### src/rtl/gnr_node_state.sv
// gnr_node_state: per-node multi-channel state bank with update dividers,
// steady-state detection and optional transition counters (GNR_NODE_TRANS_CNT_EN).
module gnr_node_state #(
   parameter int WIDTH    = 1,
   parameter int NCH      = 2,
   parameter int DIVW     = 4,
   parameter int STABLE_N = 4
) (
   input  logic                  clk,
   input  logic                  rst,
   input  logic                  start,
   input  logic                  reset_nos,
   input  logic [WIDTH-1:0]      init_state,
   input  logic [NCH*DIVW-1:0]   div,
   input  logic [NCH-1:0]        start_s,
   input  logic [NCH*WIDTH-1:0]  next_s,
   output logic [NCH*WIDTH-1:0]  s,
   output logic [NCH-1:0]        changed,
   output logic [NCH-1:0]        stable,
   output logic                  steady,
   output logic [NCH*16-1:0]     trans_cnt
);

   localparam int SW = $clog2(STABLE_N + 1);
   localparam logic [SW-1:0] STAB_MAX = SW'(STABLE_N);

   for (genvar i = 0; i < NCH; i++) begin : g_ch
      logic [WIDTH-1:0] s_q;
      logic [DIVW-1:0]  ph_q;
      logic [SW-1:0]    st_q;
      logic [SW-1:0]    st_nx;
      logic             chg_q;
      logic             stb_q;
      logic             strobe;
      logic             upd;
      logic             diff;
      logic [WIDTH-1:0] nxt;

      assign nxt    = next_s[i*WIDTH +: WIDTH];
      assign strobe = start & start_s[i] & ~reset_nos;
      assign upd    = strobe & (ph_q == '0);
      assign diff   = (nxt != s_q);

      // stability counter: clear on change, saturate on no-change updates
      always_comb begin
         st_nx = st_q;
         if (upd) begin
            if (diff)
               st_nx = '0;
            else if (st_q != STAB_MAX)
               st_nx = st_q + 1'b1;
         end
      end

      // channel state, phase divider, change pulse and stable flag
      always_ff @(posedge clk or posedge rst) begin
         if (rst) begin
            s_q   <= '0;
            ph_q  <= '0;
            st_q  <= '0;
            chg_q <= 1'b0;
            stb_q <= 1'b0;
         end else if (reset_nos) begin
            s_q   <= init_state;
            ph_q  <= '0;
            st_q  <= '0;
            chg_q <= 1'b0;
            stb_q <= 1'b0;
         end else begin
            chg_q <= 1'b0;
            st_q  <= st_nx;
            stb_q <= (st_nx == STAB_MAX);
            if (strobe) begin
               if (ph_q == '0) begin
                  s_q   <= nxt;
                  ph_q  <= div[i*DIVW +: DIVW];
                  chg_q <= diff;
               end else begin
                  ph_q <= ph_q - 1'b1;
               end
            end
         end
      end

      assign s[i*WIDTH +: WIDTH] = s_q;
      assign changed[i]          = chg_q;
      assign stable[i]           = stb_q;

`ifdef GNR_NODE_TRANS_CNT_EN
      logic [15:0] tc_q;

      // saturating count of value-changing updates
      always_ff @(posedge clk or posedge rst) begin
         if (rst)
            tc_q <= '0;
         else if (reset_nos)
            tc_q <= '0;
         else if (upd && diff && (tc_q != 16'hFFFF))
            tc_q <= tc_q + 16'd1;
      end

      assign trans_cnt[i*16 +: 16] = tc_q;
`else
      assign trans_cnt[i*16 +: 16] = 16'd0;
`endif
   end

   assign steady = &stable;

endmodule

### config.mk
export PLATFORM = sky130hd
export DESIGN_NAME = gnr_node_state
export DESIGN_NICKNAME = d
export VERILOG_FILES = /design/src/rtl/gnr_node_state.sv
export SDC_FILE = /design/constraint.sdc
export NUM_CORES = 1
export LEC_CHECK = 0
export ABC_AREA = 1
export CAP_MARGIN = 20
export CORE_MARGIN = 2
export CORE_UTILIZATION = 48
export DETAILED_ROUTE_END_ITERATION = 12
export PLACE_DENSITY_LB_ADDON = 0.12
export SLEW_MARGIN = 20
export SYNTH_ARGS = -nofsm -noshare
export SYNTH_HDL_FRONTEND = slang
export SYNTH_SLANG_ARGS = --single-unit
### constraint.sdc
create_clock -name clk -period 2.75 [get_ports clk]
set_clock_uncertainty 0.1 [all_clocks]
set_input_delay 0.4125 -clock clk [delete_from_list [all_inputs] [get_ports clk]]
set_output_delay 0.4125 -clock clk [all_outputs]
set_load 0.02 [all_outputs]
[Word-level counts from Yosys, hierarchy flattened]
Cells that the tools add are included.
Cells by class
  bitwise gates (word level): 7
  reductions and logical operators: 9
  equality and inequality tests: 6
  add/subtract/negate cells: 4
  multiplexer cells: 28
Operators by type and width (number)
  $mux 3: 8
  $mux 4: 6
  $mux 1: 14
  $logic_not 4->1: 2
  $reduce_bool 2->1: 4
  $sub 4x1->4 const B: 2
  $add 3x1->3 const B: 2
  $and 1x1->1: 6
  $eq 3x3->1 const B: 2
  $ne 3x3->1 const B: 2
  $reduce_and 2->1: 3
  $ne 1x1->1: 2
  $not 1->1: 1
Word-level totals
  logic and storage cells: 64
  register bits after elaboration: 20

[Depth between registers and ports, before layout]
  word-level depth: 6
  depth in mapped cells: 9

[Worst setup path after synthesis]
OpenSTA, ideal clock, no wires.
  path type: flip-flop to flip-flop
  start: reg g_ch[0].ph_q[0]
  end: reg g_ch[0].stb_q
  path buffers: 0
  setup time: 0.116 ns
  required time: 2.534 ns
  cell stages (with the launch flop): 10
  slack: 1.342 ns
  arrival time: 1.193 ns
  cell sequence: dfrtp_1 -> inv_1 -> ha_1 -> nand2_1 -> nor2_1 -> nand2_2 -> nor2_2 -> inv_1 -> nand2_1 -> nor2_1
On the way
  word-level cells in the longest chain between the ends: 5
RTL lines
  from (decl): RTL line 29  | logic [DIVW-1:0] ph_q;
  from (signal assigned): RTL line 76  | ph_q <= div[i*DIVW +: DIVW];
  from (signal assigned): RTL line 79  | ph_q <= ph_q - 1'b1;
  $logic_not 4->1: RTL line 41  | assign upd = strobe & (ph_q == '0);
  $and 1x1->1: RTL line 41
  $mux 3: RTL line 47  | if (upd) begin
  $eq 3x3->1: RTL line 72  | stb_q <= (st_nx == STAB_MAX);
  $mux 1: RTL line 63  | end else if (reset_nos) begin
  to (signal assigned): RTL line 72
  to (decl): RTL line 33  | logic stb_q;
No other way between the ends.
A chain may end at the register's enable or synchronous reset.

[Final worst setup path]
  start: reg g_ch[0].stb_q
  end: out steady
On the way
  word-level cells in the longest chain between the ends: 1
RTL lines
  $reduce_and 2->1: RTL line 108  | assign steady = &stable;
  to (decl): RTL line 20  | output logic steady,
No other way between the ends.

==> metrics.txt <==
antenna fix cells 0; critical path type flip-flop to primary output; critical path required time 2240 ps; post-CTS resize count 0; Syn. warnings 0; Final Hold Viols 0; Remaining Overflow, GRT 0; # hold bufs at CTS 0; Max-cap violations 0; TritonCTS Buffers 3; CP cell instances nand2_1, inv_1, clkdlybuf4s50_1; vias in the first global route 1028; crit-path max FO 2; DRC errors left 0; Seq cells post-synth 20; CTS max path bufs 2; Post-DP HPWL 2190 um; Cells after Synth 203; Seq pwr share approximately 45%; area taken by multi-input logic gates between 700 and 800 um2; CTS tree yes; mapped cell area approximately 0.0016 mm2; FF+latch area 500 um2; htree depth 1; RSZ-0062 raised after global routing false; placed cell areas roughly 0.0017 mm2; Max Slew Vio Count 0; leading cell type in the layout, fill and taps excluded nand2_1; Min Clock Period, post-route 1840 ps; CP arrival around 1300 ps; Routed Wire Length 2660 um; First DRT Iteration DRCs 22; commonest non-fill, non-tap cells in the layout nand2_1, conb_1, inv_1; drt via density between 4 and 5; Tightest Pin Transition approximately 780 ps; overall via count from detail_route 1185; post-synth top area cell dfrtp_1; first-pass GRT wire length approximately 4400 um; Comb pwr share 31.6%; all-layer global routing usage about 16%; # rows 20; Pre-Repair DR Iteration Count 4; clock share of power a little under a quarter; Post-Syn Area per Cell between 7 and 8 um2; WL per Instance 10.0 um; initial antenna violation count 0; share of cells above drive strength 1 8.56%; Hold WC Path Type input port to async pin; Post CTS Setup Buffer Count 0; Max Freq 543 MHz; Sink Count 20; largest net degree at the start of global routing 21; CP Launch Type flip-flop; Psw 0.250 mW; Yosys cell types 26; synth top area cells dfrtp_1, buf_4, nand2_1; CTS root buffer clkbuf_4; die height 61.1 um; worst-skew pair later-pin latency around 300 ps; final core utilization 55.4%; Initial Util 50.8%; final std cells w/o fill 266; IO buf count 23; Final setup viols 0; antenna viol nets, final 0; Layout Nets between 200 and 250; Sw Share 34.8%; placed cells 262; CP peak stage delay roughly 590 ps; CP max stage cell clkdlybuf4s50_1; critical path endpoint category primary output; post-route setup TNS 0 ps; sequential share of the synthesized area 32.0%; P_leak 0.864 nW; Die Area 0.00373 mm2; Worst-path clk slew around 110 ps; fin area 0.00170 mm2; Area growth syn-to-layout 9.05%; Pwr per Cell Area between 400 and 500 mW/mm2; Yosys top cell area share 32.0%; status completed; peak supply drop around 300 uV; DIE WIDTH just over 60 um; Core Area between 0.003 and 0.004 mm2; gpl congestion 0.798; P_int 0.469 mW; crit share post-route 66.9%; total power 0.720 mW; Relative slew margins 48.0%; # fillers 301; num ports 56
## registers in the layout, summed over array words and instances, names as in the netlist
name        flops
g_ch.s_q        2
g_ch.ph_q       8
g_ch.stb_q      2
g_ch.chg_q      2
g_ch.st_q       6
## final timing paths
| kind | start | slack [ps] | cells past startpoint | to |
|---|---|---|---|---|
| worst min register to register | g_ch[1].ph_q[0]$_DFFE_PP0P_ | 470 | 3 | g_ch[1].ph_q[0]$_DFFE_PP0P_ |
| worst max-delay path | g_ch[0].stb_q$_DFF_PP0_ | 910 | 3 | steady |
| max in group asynchronous | rst | 1610 | 2 | g_ch[1].st_q[0]$_DFF_PP0_ |
| min in group clk | g_ch[1].ph_q[0]$_DFFE_PP0P_ | 470 | 3 | g_ch[1].ph_q[0]$_DFFE_PP0P_ |
| worst max register to register | g_ch[0].ph_q[0]$_DFFE_PP0P_ | 1150 | 9 | g_ch[0].stb_q$_DFF_PP0_ |
| worst min-delay path | rst | 450 | 2 | g_ch[0].ph_q[3]$_DFFE_PP0P_ |
## cells by family (layout without fill, tap and decap cells)
kind of cell    Yosys count  in the layout  synth area share (%)
xor+xnor                  3              3                  1.68
other cells               1             32                 0.240
buf+inv                  67             55                  26.2
simple gates             78             78                  24.7
fa+ha+maj                 8              8                  6.41
flops                    20             20                  32.0
compound gates           26             26                  8.81
## layer usage
layer  vias to the layer above  share of wire [%]  track usage, %
met5                         -                  0               0
met4                         0               0.83            2.80
met3                         2                6.0            4.41
met2                        42                 48            27.4
met1                       537                 45            19.8
li1                        604                  -               -
## worst max-delay path, delay by kind of cell, from the launching register on
kind                   cells  cell delay (ps)
buffers and inverters      2              630
flip-flops                 1              360
AND/OR/NAND/NOR            1               50
## power groups by stage
stage	combinational (mW)	clock [mW]	sequential, mW
after floorplan	0.210	0	0.326
after global placement	0.221	0	0.329
after detailed placement	0.227	0	0.330
after CTS	0.228	0.175	0.324
after global routing	0.257	0.192	0.326
final	0.228	0.168	0.324
## cells in the mapped netlist
cell	n
a21oi_1	5
and2_1	2
buf_4	38
buf_6	1
conb_1	1
dfrtp_1	20
ha_1	8
inv_1	25
inv_2	2
inv_8	1
nand2_1	38
nand2_2	4
nand3_1	11
nand3_2	2
nand3_4	1
nand4_1	2
nor2_1	11
nor2_2	2
nor2_4	3
o211ai_1	2
o21ai_0	16
o21ai_1	1
o22ai_1	2
or2_0	1
or2_1	1
xnor2_1	3
## stage by stage
step	hold slack [ps]	worst slack, ps
6_report	452	910
5_1_grt	519	827
4_1_cts	468	891
3_5_place_dp	452	633
3_3_place_gp	454	732
2_1_floorplan	276	1340
## area by class of cell
class                   instances  share of cell area [%]
clock buffers                   4                    2.13
flip-flops and latches         20                    29.4
multi-input cells             147                    45.2
repair buffers                 23                    13.5
inverters                      28                    6.61
well taps                      44                    3.23
No activity file was read; power rests on OpenSTA's default activity.
